File: src/rtl/eea_pkg.sv
// Shared types and width helpers for the GF(2^m) extended-Euclid inversion controller.
package eea_pkg;

  localparam int unsigned M_DEFAULT = 163;

  typedef enum logic [1:0] {
    IDLE,
    LOAD,
    RUN,
    DONE
  } ctrlState_t;

  // delta spans 0..2m inclusive
  function automatic int unsigned DELTA_W(input int unsigned m);
    return $clog2(2 * m + 1);
  endfunction

  // iteration counter spans 0..2m-1
  function automatic int unsigned CNT_W(input int unsigned m);
    return $clog2(2 * m);
  endfunction

endpackage

File: src/rtl/eea_ctrl_if.sv
// Handshake and per-cycle control lines between the inversion controller and its bit-cell array.
interface eea_ctrl_if;
  logic Start;
  logic inStop;
  logic inUmsb;
  logic inUlsb;
  logic Load;
  logic Switch;
  logic Reduce;
  logic MultU;
  logic Carry;
  logic Busy;
  logic Done;

  modport master (
    input  Start, inStop, inUmsb, inUlsb,
    output Load, Switch, Reduce, MultU, Carry, Busy, Done
  );

  modport slave (
    output Start, inStop, inUmsb, inUlsb,
    input  Load, Switch, Reduce, MultU, Carry, Busy, Done
  );
endinterface

File: src/rtl/eea_iter_cnt.sv
// Iteration counter for the RUN phase; holds at LAST and flags it as terminal count.
module eea_iter_cnt #(
  parameter int unsigned W    = 4,
  parameter int unsigned LAST = 7
) (
  input  logic         clk,
  input  logic         rst_n,
  input  logic         clr,
  input  logic         en,
  output logic [W-1:0] cnt,
  output logic         tc
);

  assign tc = (cnt == W'(LAST));

  always_ff @(posedge clk or negedge rst_n) begin
    if (!rst_n) begin
      cnt <= '0;
    end else if (clr) begin
      cnt <= '0;
    end else if (en && !tc) begin
      cnt <= cnt + W'(1);
    end
  end

endmodule

File: src/rtl/eea_ctrl.sv
// Constant-time (2*M RUN cycles) controller for a GF(2^M) extended-Euclid inverter bit-cell array.
// Optional EEA_CTRL_ABORT_EN adds an Abort input that cancels LOAD/RUN back to IDLE.
module eea_ctrl
  import eea_pkg::*;
#(
  parameter int unsigned M = M_DEFAULT
) (
  input logic        clk,
  input logic        rst_n,
  eea_ctrl_if.master bus
`ifdef EEA_CTRL_ABORT_EN
  ,
  input logic        Abort
`endif
);

  localparam int unsigned DW = DELTA_W(M);
  localparam int unsigned CW = CNT_W(M);
  localparam logic [DW-1:0] DMAX = DW'(2 * M);

  ctrlState_t state, stateNext;
  logic [DW-1:0] delta, deltaNext;
  logic [CW-1:0] cnt;
  logic cntTc, cntClr, cntEn;
  logic load, switchC, reduce, multU, carry, busy, done;

  eea_iter_cnt #(
    .W    (CW),
    .LAST (2 * M - 1)
  ) u_cnt (
    .clk   (clk),
    .rst_n (rst_n),
    .clr   (cntClr),
    .en    (cntEn),
    .cnt   (cnt),
    .tc    (cntTc)
  );

  always_ff @(posedge clk or negedge rst_n) begin
    if (!rst_n) begin
      state <= IDLE;
      delta <= '0;
    end else begin
      state <= stateNext;
      delta <= deltaNext;
    end
  end

  always_comb begin
    stateNext = state;
    deltaNext = delta;
    cntClr    = 1'b0;
    cntEn     = 1'b0;
    load      = 1'b0;
    switchC   = 1'b0;
    reduce    = 1'b0;
    multU     = 1'b0;
    carry     = 1'b0;
    busy      = 1'b0;
    done      = 1'b0;
    case (state)
      IDLE: begin
        if (bus.Start) stateNext = LOAD;
      end
      LOAD: begin
        load      = 1'b1;
        busy      = 1'b1;
        cntClr    = 1'b1;
        deltaNext = '0;
        stateNext = RUN;
      end
      RUN: begin
        busy  = 1'b1;
        cntEn = 1'b1;
        if (!bus.inStop) begin
          multU     = 1'b1;
          deltaNext = (delta != DMAX) ? delta + DW'(1) : delta;
        end else if (delta == '0) begin
          switchC   = 1'b1;
          reduce    = 1'b1;
          deltaNext = DW'(1);
        end else begin
          reduce    = 1'b1;
          deltaNext = delta - DW'(1);
        end
        carry = multU ? bus.inUmsb : bus.inUlsb;
        if (cntTc) stateNext = DONE;
      end
      DONE: begin
        done      = 1'b1;
        stateNext = IDLE;
      end
      default: stateNext = IDLE;
    endcase
`ifdef EEA_CTRL_ABORT_EN
    if (Abort && (state == LOAD || state == RUN)) stateNext = IDLE;
`endif
  end

  assign bus.Load   = load;
  assign bus.Switch = switchC;
  assign bus.Reduce = reduce;
  assign bus.MultU  = multU;
  assign bus.Carry  = carry;
  assign bus.Busy   = busy;
  assign bus.Done   = done;

endmodule
File: src/flat_wrapper.sv
// flat-port wrapper written by rule: the top's interface ports become plain ports
module eea_ctrl_flat import eea_pkg::*;
#(
  parameter int unsigned M = M_DEFAULT
)
  (clk, rst_n, bus_Start, bus_inStop, bus_inUmsb, bus_inUlsb, bus_Load, bus_Switch, bus_Reduce, bus_MultU, bus_Carry, bus_Busy, bus_Done);
  eea_ctrl_if bus_i ();
  input logic clk;
  input logic rst_n;
  input wire logic [$bits(bus_i.Start)-1:0] bus_Start;
  input wire logic [$bits(bus_i.inStop)-1:0] bus_inStop;
  input wire logic [$bits(bus_i.inUmsb)-1:0] bus_inUmsb;
  input wire logic [$bits(bus_i.inUlsb)-1:0] bus_inUlsb;
  output wire logic [$bits(bus_i.Load)-1:0] bus_Load;
  output wire logic [$bits(bus_i.Switch)-1:0] bus_Switch;
  output wire logic [$bits(bus_i.Reduce)-1:0] bus_Reduce;
  output wire logic [$bits(bus_i.MultU)-1:0] bus_MultU;
  output wire logic [$bits(bus_i.Carry)-1:0] bus_Carry;
  output wire logic [$bits(bus_i.Busy)-1:0] bus_Busy;
  output wire logic [$bits(bus_i.Done)-1:0] bus_Done;
  assign bus_i.Start = bus_Start;
  assign bus_i.inStop = bus_inStop;
  assign bus_i.inUmsb = bus_inUmsb;
  assign bus_i.inUlsb = bus_inUlsb;
  assign bus_Load = bus_i.Load;
  assign bus_Switch = bus_i.Switch;
  assign bus_Reduce = bus_i.Reduce;
  assign bus_MultU = bus_i.MultU;
  assign bus_Carry = bus_i.Carry;
  assign bus_Busy = bus_i.Busy;
  assign bus_Done = bus_i.Done;
  eea_ctrl #(.M(M)) u_core (.clk(clk), .rst_n(rst_n), .bus(bus_i));
endmodule
File: config.mk
export PLATFORM = sky130hd
export DESIGN_NAME = eea_ctrl_flat
export DESIGN_NICKNAME = d
export VERILOG_FILES = /design/src/rtl/eea_pkg.sv /design/src/rtl/eea_ctrl_if.sv /design/src/rtl/eea_iter_cnt.sv /design/src/rtl/eea_ctrl.sv /design/src/flat_wrapper.sv
export SDC_FILE = /design/constraint.sdc
export NUM_CORES = 1
export LEC_CHECK = 0
export ABC_AREA = 1
export BUFFER_PORTS_ARGS = -buffer_cell sky130_fd_sc_hd__buf_2
export CAP_MARGIN = 20
export CORE_MARGIN = 5
export CORE_UTILIZATION = 32
export DETAILED_ROUTE_END_ITERATION = 7
export PLACE_DENSITY = 0.45
export SYNTH_ARGS = -nofsm -noshare
export SYNTH_HDL_FRONTEND = slang
export SYNTH_SLANG_ARGS = --single-unit
File: constraint.sdc
create_clock -name clk -period 2.5 [get_ports clk]
set_input_delay 0.5 -clock clk [delete_from_list [all_inputs] [get_ports clk]]
set_output_delay 0.5 -clock clk [all_outputs]
set_load 0.05 [all_outputs]
== Word-level counts from Yosys, hierarchy flattened ==
Cells that the tools add are included.
Storage, ports and cells
  bits in registers: 20
  output and inout bits: 7
Cells by class
  add/sub/neg operators: 3
  reduce and logical (&&, ||, !) cells: 9
  mux-type cells: 23
  eq/ne operators: 8
Operators by type and width (count)
  $mux W9: 5
  $add A9 B1 Y9 const B: 2
  $pmux W9 S2: 1
  $mux W1: 14
  $eq A9 B9 Y1 const B: 1
  $logic_not A9 Y1: 1
  $ne A9 B9 Y1 const B: 1
  $sub A9 B1 Y9 const B: 1
  $pmux W2 S4: 1
  $eq A2 B2 Y1 const B: 2
  $mux W2: 2
  $ne A2 B2 Y1 const B: 2
  $reduce_and A2 Y1: 2
  $reduce_bool A2 Y1: 2
  $ne A3 B2 Y1 const B: 1
  $eq A2 B1 Y1 const B: 1
  $logic_not A2 Y1: 1
  $reduce_or A2 Y1: 1
  $logic_and A1 B1 Y1: 1
  $logic_not A1 Y1: 1

== Longest topological paths before layout ==
Gate-level depths: netlist of the first run.
  word-level depth: 5
  mapped depth: 10
  gate-level depth less buffers: 10

== Cells and area by module ==
A second synthesis of the first run with hierarchy kept.
Second synthesis, totals
  cell total of the unflattened synthesis: 258
  area, all modules: 1706.6 um^2
Modules (own cells, without submodules)
  eea_ctrl: seq. area each 275.3 um^2, area each 1087.3 um^2, cells an instance 164, instances 1
  eea_iter_cnt: seq. area each 225.2 um^2, area each 619.3 um^2, cells an instance 94, instances 1

== Least setup slack after synthesis of the first run ==
Ideal clock, no wire load.
  path kind: register to output
  from: reg u_core.delta[0]
  to: out bus_Switch
  path slack: 0.126 ns
  data arrival time: 1.874 ns
  path buffers: 0
  data required time: 2.000 ns
  cell stages (with the launch flop): 9
  path through: dfrtp_1 inv_1 ha_1 nand3_2 nor2_1 nand2_1 nor2_1 nand2_1 nor2_1
Between the ends
  cells in the longest elaborated chain, start to end: 4
Ends and longest elaborated chain
  from (decl): line eea_ctrl.sv:22  | logic [DW-1:0] delta, deltaNext;
  from (signal assigned): line eea_ctrl.sv:45  | delta <= deltaNext;
  $logic_not A9 Y1: line eea_ctrl.sv:78  | end else if (delta == '0) begin
  $mux W1: line eea_ctrl.sv:78
  $mux W1: line eea_ctrl.sv:75  | if (!bus.inStop) begin
  $mux W1: line eea_ctrl.sv:61  | case (state)
  to (decl): line flat_wrapper.sv:15  | output wire logic [$bits(bus_i.Switch)-1:0] bus_Switch;
No other way between the ends.

== Worst setup path after layout of the first run ==
Same ends and word-level chain as after synthesis.

==> results.sh, run 1 <==
export IMPL_path_delay_family="simple AND/OR/NAND/NOR gates"
export IMPL_ant_nets=0
export IMPL_nFillCells=563
export IMPL_syn_inst=239
export IMPL_fin_crit_sh=0.926
export IMPL_critPathSlowestCell="dfrtp_1"
export IMPL_fmax_mhz=432
export IMPL_p_per_area_nw_per_um2=713
export IMPL_async_flop_share=1.00
export IMPL_hold_class="in2async"
export IMPL_ir_drop_uv=422
export IMPL_path_cells="inv_1, ha_2, nand3_2, nor2_2, nand2_1, nor2_1, nand2_1, nor2_2, buf_6"
export IMPL_end_kind="output port"
export IMPL_setup_ws_ns=0.185
export IMPL_routed_via_density=4.57
export IMPL_finalSetupTns_ns=0
export IMPL_worst_pin_slew_ns=0.488
export IMPL_cts_hold_buffers=0
export IMPL_fin_total_pwr_w=0.00132
export IMPL_pin_count=13
export IMPL_cts_clk_slew_worst_paths_ns=0.09
export IMPL_cts_root_buf="clkbuf_8"
export IMPL_diodes=0
export IMPL_ff_latch_area_sq_um=500
export IMPL_leakage_nw=0.982
export IMPL_antenna_found_initial=0
export IMPL_drt_pass1_iter_count=4
export IMPL_status="complete, no violations"
export IMPL_synth_commonest_cells="79 x nand2_1, 27 x inv_1, 25 x nand3_1, 25 x nor2_1, 20 x dfrtp_1"
export IMPL_ys_ff_latch=20
export IMPL_hpwl_um=2900
export IMPL_required_ns=2.00
export IMPL_hold_violations=0
export IMPL_die_w_um=81.3
export IMPL_drt_met1_wl_um=1710
export IMPL_synth_cell_type_count=28
export IMPL_port_buffers=12
export IMPL_top_layer_used="met4"
export IMPL_cts_max_level=1
export IMPL_setup_violations=0
export IMPL_syn_to_final_growth_pct=13.4
export IMPL_crit_type="reg2out"
export IMPL_drive_gt1_frac=0.154
export IMPL_netlist_area_sq_um=1630
export IMPL_routed_via_count=1476
export IMPL_clockBufferDepth=2
export IMPL_synth_top_area_cell="dfrtp_1"
export IMPL_synth_edf_count=0
export IMPL_drt_wirelength_per_cell_um=12.0
export IMPL_grt_max_degree=21
export IMPL_numCtsBuffers=3
export IMPL_routed_wl_um=3880
export IMPL_insertion_delay_ns=0.27
export IMPL_path_buf_inv=2
export IMPL_cap_viol_max_count=0
export IMPL_die_area_sq_um=6610
export IMPL_critPathLaunchType="register"
export IMPL_fin_crit_ns=2.32
export IMPL_wl_met3_um=104
export IMPL_initial_core_util=0.325
export IMPL_critPathArrivalTime_ns=1.82
export IMPL_grt_pass1_vias=1465
export IMPL_clock_sinks=20
export IMPL_grt_first_pass_wirelength_um=6820
export IMPL_drc=0
export IMPL_cts_tree="done"
export IMPL_critPathMaxFanout=5
export IMPL_whs_ns=0.180
export IMPL_slowest_delay_ns=0.41
export IMPL_slew_headroom=0.675
export IMPL_place_ws_ns=0.352
export IMPL_fin_skew_ns=0.00445
export IMPL_num_rows=26
export IMPL_ys_flop_type="dfrtp_1"
export IMPL_nets=269
export IMPL_gp_congestion=0.878
export IMPL_die_y_um=81.3
export IMPL_core_sq_um=5010
export IMPL_rsz0062_at_grt="no"
export IMPL_yosys_warnings=0
export IMPL_syn_num_nets=254
export IMPL_grt_ovfl_total=0
export IMPL_multi_input_area_sq_um=980
export IMPL_synth_top_area_share=0.308
export IMPL_drt_initial_drc_count=45
export IMPL_yosysMostFrequentCell="nand2_1"
export IMPL_synthTopCellsByArea="dfrtp_1 31%, nand2_1 18%, nand3_1 7.7%, ha_1 6.9%, inv_1 6.2%"
export IMPL_drv_slew=0
export IMPL_grtUsageTotal=0.135
export IMPL_ys_seq_area_frac=0.308
export IMPL_avgSynthCellArea_sq_um=6.81
export IMPL_routed_wl_met2_um=1990
-- state kept, by name, summed over array words and instances, names as in the netlist --
register          flops
u_core.state          2
u_core.u_cnt.cnt      9
u_core.delta          9
-- layout by cell type, fill, tap and decap left out --
cell type / Yosys / routed
a21oi_1: 2 / 2
buf_2: 3 / 11
dfrtp_1: 20 / 20
nand3_1: 25 / 25
o21bai_1: 1 / 1
ha_1: 9 / 8
nor3_2: 1 / 1
nand4_1: 5 / 5
nand2_2: 2 / 2
clkbuf_8: 0 / 3
inv_1: 27 / 27
a22o_1: 1 / 1
buf_4: 0 / 3
buf_6: 2 / 1
nand4_2: 1 / 1
or2_2: 1 / 1
nor2_2: 0 / 2
inv_2: 3 / 3
nor2_4: 3 / 3
bufinv_16: 0 / 1
ha_2: 0 / 1
nand2_1: 79 / 79
nor2_1: 25 / 23
o21ai_0: 7 / 7
o21ai_1: 2 / 2
and3_1: 1 / 1
xnor2_1: 2 / 2
o21ai_4: 1 / 1
nand3_2: 2 / 2
clkinv_1: 1 / 1
xor2_1: 8 / 8
nor3_1: 2 / 2
o21ai_2: 3 / 3
-- final timing paths --
kind	start	end	slack [ns]	cells past startpoint
min in group clk	u_core.state[1]	u_core.state[1]	0.55	2
max reg2reg	u_core.state[0]	u_core.delta[4]	0.62	9
min reg2reg	u_core.state[1]	u_core.state[1]	0.55	2
max in group asynchronous	rst_n	u_core.delta[7]	1.99	1
min	rst_n	u_core.delta[2]	0.18	1
max	u_core.delta[0]	bus_Switch	0.18	9
-- worst reg2reg max path: stages, from the launching register on --
cell and delay, ns:
dfrtp_1 0.42, inv_1 0.11, ha_1 0.30, inv_2 0.11
nor2_4 0.13, nand3_2 0.11, o21ai_4 0.31, nor2_4 0.12
nand3_1 0.12, nand2_1 0.06
-- layout make-up --
type,instances,area share
multi-input combinational,183,0.531
sequential,20,0.271
inverter,31,0.0631
timing repair buffer,15,0.0482
tap,70,0.0475
clock buffer,3,0.0224
clock inverter,1,0.0163
-- power by group --
group | internal (W) | switching [W] | total (W) | leakage (nW)
clock | 0.000214 | 0.000130 | 0.000344 | 0.0357
sequential | 0.000384 | 0.000111 | 0.000495 | 0.240
combinational | 0.000184 | 0.000292 | 0.000476 | 0.707
-- metal layers --
| metal | GRT usage | vias to the layer above |
|---|---|---|
| met2 | 0.237 | 23 |
| met4 | 0.0490 | 0 |
| met1 | 0.160 | 666 |
| li1 | - | 779 |
| met5 | 0 | - |
| met3 | 0.0288 | 8 |
-- through the flow --
stage / area [sq um] / utilization / cells
floorplan: 1630 / - / 239
global placement: 1750 / 0.350 / 318
detailed placement: 1750 / 0.350 / 318
CTS: 1820 / 0.364 / 322
global route: 1840 / 0.368 / 323
finish: 1840 / 0.368 / 323
-- cell families after synthesis --
logic type / synth area share
XOR/XNOR: 0.0538
adder cells (fa/ha/maj): 0.0692
flip-flops: 0.308
AND/OR/NAND/NOR: 0.405
buffers and inverters: 0.0946
AO/OA/AOI/OAI: 0.0700
-- timing repair --
item,CTS,global route
buffers inserted,0,1
resized for setup,0,6
setup endpoints to repair,0,1
Note: power is estimated with default switching activity, not from simulation.
==> run 2: changes to the inputs <==
==> constraint.sdc (replaced) <==
create_clock -name clk -period 2.5 [get_ports clk]
set_input_delay 0.375 -clock clk [delete_from_list [all_inputs] [get_ports clk]]
set_output_delay 0.375 -clock clk [all_outputs]
set_load 0.05 [all_outputs]
==> results.sh, run 2 (same netlist as run 1, synthesis figures left out) <==
export IMPL_setup_violations=0
export IMPL_layout_commonest_cell="nand2_1"
export IMPL_routed_via_count=1472
export IMPL_r2r_setup_slack_ns=0.65
export IMPL_final_cell_mix="79 x nand2_1, 26 x inv_1, 25 x nand3_1"
export IMPL_fin_cells=321
export IMPL_leakage_nw=0.975
export IMPL_grtUsageTotal=0.133
export IMPL_grt_max_degree=21
export IMPL_ir_drop_uv=395
export IMPL_fin_skew_ns=0.00136
export IMPL_cap_viol_max_count=0
export IMPL_core_sq_um=5010
export IMPL_initial_core_util=0.325
export IMPL_syn_to_final_growth_pct=12.2
export IMPL_fin_crit_sh=0.903
export IMPL_insertion_delay_ns=0.27
export IMPL_routed_via_density=4.59
export IMPL_cts_tree="done"
export IMPL_drt_pass1_iter_count=4
export IMPL_slew_headroom=0.675
export IMPL_grt_first_pass_wirelength_um=6860
export IMPL_cts_root_buf="clkbuf_8"
export IMPL_clock_sinks=20
export IMPL_diodes=0
export IMPL_antenna_found_initial=0
export IMPL_fin_crit_ns=2.26
export IMPL_nets=267
export IMPL_routed_wl_um=3830
export IMPL_fin_total_pwr_w=0.00129
export IMPL_multi_input_area_sq_um=975
export IMPL_critPathMaxFanout=6
export IMPL_pin_count=13
export IMPL_rsz0062_at_grt="no"
export IMPL_end_kind="output port"
export IMPL_cts_hold_buffers=0
export IMPL_hpwl_um=2870
export IMPL_numCtsBuffers=3
export IMPL_crit_type="reg2out"
export IMPL_fmax_mhz=443
export IMPL_drv_slew=0
export IMPL_ff_latch_area_sq_um=500
export IMPL_largestRegisters="u_core.delta: 9 flops, u_core.u_cnt.cnt: 9 flops, u_core.state: 2 flops"
export IMPL_num_rows=26
export IMPL_cts_max_level=1
export IMPL_grt_ovfl_total=0
export IMPL_hold_class="in2async"
export IMPL_p_per_area_nw_per_um2=708
export IMPL_port_buffers=12
export IMPL_hold_violations=0
export IMPL_die_w_um=81.3
export IMPL_gp_congestion=0.839
export IMPL_critPathLaunchType="register"
export IMPL_critPathArrivalTime_ns=1.88
export IMPL_finalSetupTns_ns=0
export IMPL_drive_gt1_frac=0.143
export IMPL_drt_initial_drc_count=40
export IMPL_nFillCells=576
export IMPL_die_area_sq_um=6610
export IMPL_die_y_um=81.3
export IMPL_status="complete, no violations"
export IMPL_placed_cells=317
export IMPL_required_ns=2.12
export IMPL_clockBufferDepth=2
export IMPL_ant_nets=0
export IMPL_cts_clk_slew_worst_paths_ns=0.09
export IMPL_worst_pin_slew_ns=0.487
export IMPL_drc=0
export IMPL_grt_pass1_vias=1461
export IMPL_drt_wirelength_per_cell_um=11.9
run 2: layout make-up:
type                            count  share of cell area
Clock buffer                        3              0.0226
Clock inverter                      1              0.0165
Inverter                           31              0.0638
Multi-Input combinational cell    183               0.534
Sequential cell                    20               0.274
Tap cell                           70              0.0480
Timing Repair Buffer               13              0.0405
run 2: worst paths after layout:
kind                                 start                  end  cells after the start
min in group clk                 bus_Start      u_core.state[0]                      5
setup reg to reg           u_core.state[0]      u_core.delta[0]                      9
setup / recovery           u_core.delta[0]           bus_Switch                      9
max in group asynchronous            rst_n  u_core.u_cnt.cnt[3]                      1
hold reg to reg            u_core.state[1]      u_core.state[1]                      2
hold / removal                       rst_n  u_core.u_cnt.cnt[8]                      1
run 2: where the power goes:
| group | total, W | switching [W] | internal, W |
|---|---|---|---|
| clock network | 0.000342 | 0.000128 | 0.000214 |
| logic | 0.000447 | 0.000281 | 0.000166 |
| registers | 0.000502 | 0.000119 | 0.000384 |
| total | 0.00129 | 0.000528 | 0.000764 |
run 2: through the flow:
step | worst slack [ns] | hold WS [ns] | cell area [sq um] | utilization
floorplan | 0.251 | 0.0794 | 1630 | -
detailed placement | 0.408 | 0.384 | 1740 | 0.348
global route | 0.00397 | 0.100 | 1820 | 0.364
global placement | 0.438 | 0.378 | 1740 | 0.348
finish | 0.242 | 0.0574 | 1820 | 0.364
CTS | 0.0918 | 0.0846 | 1820 | 0.362
run 2: per-layer routing:
metal | track usage | up-vias | part of all wire
li1 | - | 777 | -
met1 | 0.165 | 670 | 0.47
met5 | 0 | - | 0
met4 | 0.0473 | 0 | 0.023
met2 | 0.228 | 17 | 0.49
met3 | 0.0266 | 8 | 0.020
run 2: what timing repair did:
item                                    4_1_cts  5_1_grt
hold endpoints to repair                      0        0
endpoints found under the setup margin        0        1
gates resized for setup                       0        5
setup buffers                                 0        0
run 2: worst max-delay path, stage by stage (launching register included):
cell and delay [ns]:
dfrtp_1 0.43, inv_2 0.11, ha_1 0.21, nand3_2 0.14, nor2_2 0.12, nand2_1 0.06, nor2_1 0.12, nand2_1 0.10
nor2_1 0.14, buf_6 0.18
